==> src/rtl/branch_predictor_pkg.sv <==
// Shared definitions for the dynamic branch predictor: counter states,
// default sizing and the saturating counter update.
package branch_predictor_pkg;

  localparam int unsigned BP_ENTRIES = 16;
  localparam int unsigned BP_XLEN    = 32;
  localparam int unsigned BP_CNT_W   = 32;

  typedef enum logic [1:0] {
    STRONG_NT = 2'b00,
    WEAK_NT   = 2'b01,
    WEAK_T    = 2'b10,
    STRONG_T  = 2'b11
  } bp_cnt_t;

  // Move one step toward the resolved outcome, saturating at either end.
  function automatic bp_cnt_t bp_cnt_next(bp_cnt_t cur, logic taken);
    bp_cnt_t nxt;
    nxt = cur;
    if (taken) begin
      case (cur)
        STRONG_NT: nxt = WEAK_NT;
        WEAK_NT:   nxt = WEAK_T;
        WEAK_T:    nxt = STRONG_T;
        STRONG_T:  nxt = STRONG_T;
        default:   nxt = cur;
      endcase
    end else begin
      case (cur)
        STRONG_NT: nxt = STRONG_NT;
        WEAK_NT:   nxt = STRONG_NT;
        WEAK_T:    nxt = WEAK_NT;
        STRONG_T:  nxt = WEAK_T;
        default:   nxt = cur;
      endcase
    end
    return nxt;
  endfunction

endpackage

==> src/rtl/branch_predictor.sv <==
// Direct-mapped BTB with 2-bit saturating counters: combinational fetch-stage
// lookup, registered training from Execute, saturating mispredict statistics.
module branch_predictor
  import branch_predictor_pkg::*;
#(
  parameter int unsigned ENTRIES = BP_ENTRIES,
  parameter int unsigned IDX_W   = $clog2(ENTRIES),
  parameter int unsigned CNT_W   = BP_CNT_W
) (
  input  logic               CLK,
  input  logic               RST,
  input  logic [31:0]        PC_F,
  output logic               Predict_Taken_F,
  output logic [31:0]        Predict_Target_F,
  input  logic               Branch_E,
  input  logic [31:0]        PC_E,
  input  logic               Branch_Taken_E,
  input  logic [31:0]        Branch_Target_E,
  input  logic               Predict_Taken_E,
  output logic [CNT_W-1:0]   Mispredict_Count
);

  localparam int unsigned TAG_W = BP_XLEN - IDX_W - 2;

  // Flop-based table so reset can clear it and lookups stay asynchronous.
  logic              valid_q  [ENTRIES];
  logic [TAG_W-1:0]  tag_q    [ENTRIES];
  logic [31:0]       target_q [ENTRIES];
  bp_cnt_t           cnt_q    [ENTRIES];
  logic [CNT_W-1:0]  mispredict_q;

  logic [IDX_W-1:0]  idx_f;
  logic [TAG_W-1:0]  tag_f;
  logic              hit_f;
  logic [IDX_W-1:0]  idx_e;
  logic [TAG_W-1:0]  tag_e;
  logic              hit_e;
  logic              mispredict_c;
  logic              unused_pc_bits;

  assign idx_f = PC_F[IDX_W+1:2];
  assign tag_f = PC_F[31:IDX_W+2];
  assign idx_e = PC_E[IDX_W+1:2];
  assign tag_e = PC_E[31:IDX_W+2];

  // Instruction-alignment bits carry no index or tag information.
  assign unused_pc_bits = ^{PC_F[1:0], PC_E[1:0]};

  // Fetch-stage lookup reads pre-update contents; no write bypass.
  always_comb begin
    hit_f            = valid_q[idx_f] && (tag_q[idx_f] == tag_f);
    Predict_Taken_F  = hit_f && cnt_q[idx_f][1];
    Predict_Target_F = PC_F + 32'd4;
    if (Predict_Taken_F) begin
      Predict_Target_F = target_q[idx_f];
    end
  end

  always_comb begin
    hit_e        = valid_q[idx_e] && (tag_q[idx_e] == tag_e);
    mispredict_c = Branch_E && (Branch_Taken_E != Predict_Taken_E);
  end

  // Training and statistics; reset discards any same-cycle update.
  always_ff @(posedge CLK) begin
    if (RST) begin
      for (int unsigned i = 0; i < ENTRIES; i++) begin
        valid_q[i]  <= 1'b0;
        tag_q[i]    <= '0;
        target_q[i] <= '0;
        cnt_q[i]    <= WEAK_NT;
      end
      mispredict_q <= '0;
    end else begin
      if (Branch_E) begin
        if (hit_e) begin
          cnt_q[idx_e] <= bp_cnt_next(cnt_q[idx_e], Branch_Taken_E);
          if (Branch_Taken_E) begin
            target_q[idx_e] <= Branch_Target_E;
          end
        end else if (Branch_Taken_E) begin
          // Allocate on a taken miss, evicting whatever aliased here.
          valid_q[idx_e]  <= 1'b1;
          tag_q[idx_e]    <= tag_e;
          target_q[idx_e] <= Branch_Target_E;
          cnt_q[idx_e]    <= WEAK_T;
        end
      end
      if (mispredict_c && !(&mispredict_q)) begin
        mispredict_q <= mispredict_q + CNT_W'(1);
      end
    end
  end

  assign Mispredict_Count = mispredict_q;

endmodule

==> config.mk <==
export PLATFORM = sky130hd
export DESIGN_NAME = branch_predictor
export DESIGN_NICKNAME = d
export VERILOG_FILES = /design/src/rtl/branch_predictor_pkg.sv /design/src/rtl/branch_predictor.sv
export SDC_FILE = /design/constraint.sdc
export NUM_CORES = 2
export LEC_CHECK = 0
export BUFFER_PORTS_ARGS = -buffer_cell sky130_fd_sc_hd__buf_2
export CORE_MARGIN = 5
export CORE_UTILIZATION = 60
export CTS_CLUSTER_SIZE = 20
export DETAILED_ROUTE_END_ITERATION = 8
export PLACE_DENSITY = 0.77
export SLEW_MARGIN = 20
export SYNTH_ARGS = -nofsm -noshare
export SYNTH_HDL_FRONTEND = slang
export SYNTH_SLANG_ARGS = --single-unit
export TNS_END_PERCENT = 100
==> constraint.sdc <==
create_clock -name CLK -period 12 [get_ports CLK]
set_input_delay 1.8 -clock CLK [delete_from_list [all_inputs] [get_ports CLK]]
set_output_delay 1.8 -clock CLK [all_outputs]
set_load 0.05 [all_outputs]
==> metrics.md <==
| Metric | Value |
|---|---|
| Synth cell types | 65 |
| CTS Buf Count | ~110 |
| Final setup vio count | 0 |
| Slowest CP cell | buf_4 |
| Reg2Reg Setup Slack | between 6000 and 7000 ps |
| Syn nets | between 3000 and 4000 |
| Startpoint types | primary input |
| CP Data Required Time | 10200 ps |
| Number of global-route vias before repair | 35500 |
| Via count | about 36000 |
| Largest net degree at the start of global routing | around 170 |
| Leakage | ~20 nW |
| Critical path class | primary input to output pin |
| Worst Tran Pin Value | ~1100 ps |
| Synth Instances | 3743 |
| Worst-path maximum fanout | 64 |
| CTS Hold Buffers Added | 0 |
| Die X | just over 300 um |
| Total number of yosys warnings | 0 |
| Sequential area share after synthesis | 0.568 |
| Clock Sink Count | ~1000 |
| Fillers | a little under 6000 |
| Share of cells above drive strength 1 | 0.238 |
| Gpl congestion | between 0.9 and 1 |
| Initial antenna violation count | 23 |
| Max_slew headroom | 0.237 |
| Internal power | about 6.2 mW |
| # resized after CTS | 0 |
| Max-cap violations | 0 |
| CP Buf/Inv Count | 4 |
| Switch share | 0.250 |
| Largest cells by area after synthesis | edfxtp_1 (55%), mux4_2 (15%), and2_1 (3.9%), nor3b_1 (3.2%), and3_1 (2.5%) |
| Hold crit path type | flop to flop |
| PortBufs | roughly 160 |
| Outcome | completed |
| Clock share of power | 0.390 |
| CTS tree | done |
| Arrival @ worst endpoint | about 6500 ps |
| Layout Nets | ~3800 |
| Pwr Total | roughly 8.3 mW |
| WL per Instance | about 34 um |
| Setup TNS Final | 0 ps |
| Post-synth EDFFs | 960 |
| Sequential power share | 0.497 |
| Core ar. | roughly 87000 um^2 |
| Setup bufs post-CTS | 0 |
| #FFs+latches synth | just over 1000 |
| Antenna Nets Post-Route | 0 |
| Gr ovfl total | 0 |
| Post-synth ARST share | 0 |
| Worst Clk Skew | roughly 46 ps |
| CP most frequent cell | buf_4 |
| Worst skew pair latency | around 720 ps |
| Final wirelength | about 170000 um |
| Crit-path leading delay family | buffers and inverters |
| Tmin final | 8330 ps |
| Combinational power share | 0.112 |
| Initial DRC Count | 6245 |
| CP cell instances | buf_8 > buf_4 > mux4_2 > mux2i_1 > o21ai_0 > o22a_1 > nor4_1 > nand3_2 > buf_4 > mux2_2 > buf_2 |
| Power density cells | between 100 and 150 nW/um^2 |
| Post-synth top cells | edfxtp_1 (960), mux4_2 (360), and2_1 (329) |
| Post-Syn Area per Cell | 14.0 um^2 |
| Area leader, netlist | edfxtp_1 |
| Most common cell in the netlist | edfxtp_1 |
| Worst hold slack | slightly below 500 ps |
| CTS clk-pin slew, worst paths | about 60 ps |
| RSZ-0062 raised after global routing | false |
| Tcrit/Tclk final | 0.695 |
| Switching power | a little over 2 mW |
| DP HPWL | ~95000 um |
| First-pass GRT wire length | between 200000 and 250000 um |
| Vias per inst | between 7 and 8 |
| GRT Overall Usage | 0.352 |
| I/O pins | ~170 |
| DRC Markers | 0 |
| Fmax | between 0.1 and 0.15 GHz |
| DIE HEIGHT | between 300 and 400 um |
| Row count | ~110 |
| CTS H-tree depth | 3 |
| Root cell of the clock tree | clkbuf_16 |
| Slew Viols, Final | 0 |
| P&R area growth vs syn | 10.0% |
| Dominant synthesized flop cell | edfxtp_1 |
| Slowest stage delay, CP | around 830 ps |
| CP Capture Type | output pin |
| Synth top area share | 0.549 |
| Hold Vio Cnt, Final | 0 |
| Initial Util | 0.605 |
| Drt first pass iters | 9 |
| Worst VDD drop | 0.000137 V |
| Max clock buf depth | 3 |
| Mapped Area | between 50000 and 60000 um^2 |
| DIE AREA | 93500 um^2 |
[cell usage in the layout (no fill, tap or decap), drive strengths merged, types with 48 or more instances in the layout]
cell and n:
and3 207, nor2 113, buf 263, mux2 53
nand2 108, nor3 230, edfxtp 960, clkbuf 134
clkinv 61, and2 329, nor3b 224, mux2i 120
mux4 360, xnor2 61, dfxtp 48
[final cells by class]
| type | count | area (um^2) | area share |
|---|---|---|---|
| Tap cell | 1155 | 1450 | 0.0250 |
| Multi-Input combinational cell | 2279 | 21100 | 0.366 |
| Clock buffer | 134 | 2770 | 0.0479 |
| Inverter | 53 | 201 | 0.00349 |
| Timing Repair Buffer | 263 | 1760 | 0.0306 |
| Antenna cell | 17 | 42.5 | 0.000737 |
| Clock inverter | 62 | 602 | 0.0104 |
| Sequential cell | 1008 | 29800 | 0.516 |
[registers in the layout, indices dropped and copies added (netlist names)]
register,cells
tag_q,416
cnt_q,32
Mispredict_Count,32
target_q,512
valid_q,16
[worst register-to-register path: stages, from the launching register on]
cell and delay (ps):
edfxtp_1 390, mux4_2 490, nor2_1 170, nor3_1 80, a2111oi_0 440, or4b_2 720, a22oi_4 570, and3_4 860
buf_4 630, o21bai_4 430, buf_4 370
[metrics by stage]
stage | worst slack [ps] | util | cell area (um^2) | instances
global placement | 3750 | 0.624 | 54200 | 4752
floorplan | 5170 | - | 52500 | 3743
CTS | 3720 | 0.664 | 57600 | 4949
detailed placement | 3720 | 0.625 | 54200 | 4753
finish | 3670 | 0.666 | 57700 | 4971
global route | 3380 | 0.665 | 57700 | 4960
[power by group through the flow]
stage,Combinational (mW),Clock [mW],Sequential [mW]
3_5_place_dp,0.891,0,4.17
5_1_grt,0.950,3.38,4.12
2_1_floorplan,0.584,0,4.15
3_3_place_gp,0.883,0,4.16
6_report,0.926,3.22,4.10
4_1_cts,0.895,3.22,4.10
[cell families after synthesis]
kind of cell,synth area share
and+or+nand+nor,0.153
xor gates and xnor gates,0.0157
adders and majority gates,0.000477
buffers and inverters,0.0375
AOI/OAI and AO/OA,0.0372
muxes,0.189
DFF,0.568
[per-layer routing]
metal	routed length (um)	part of all wire	vias up	track usage
met5	97	0.00058	-	0.00404
met4	8930	0.053	14	0.159
met3	27400	0.16	598	0.130
met2	74200	0.44	3187	0.517
met1	56700	0.34	17900	0.476
li1	-	-	14500	-
[final timing paths]
kind	from	to	cells after the start
setup reg to reg	tag_q[11][4]	tag_q[8][10]	10
setup / recovery	PC_F[2]	Predict_Target_F[9]	11
hold / removal	valid_q[10]	valid_q[10]	2
hold reg to reg	valid_q[10]	valid_q[10]	2
Power figures use the tool's default switching activity.
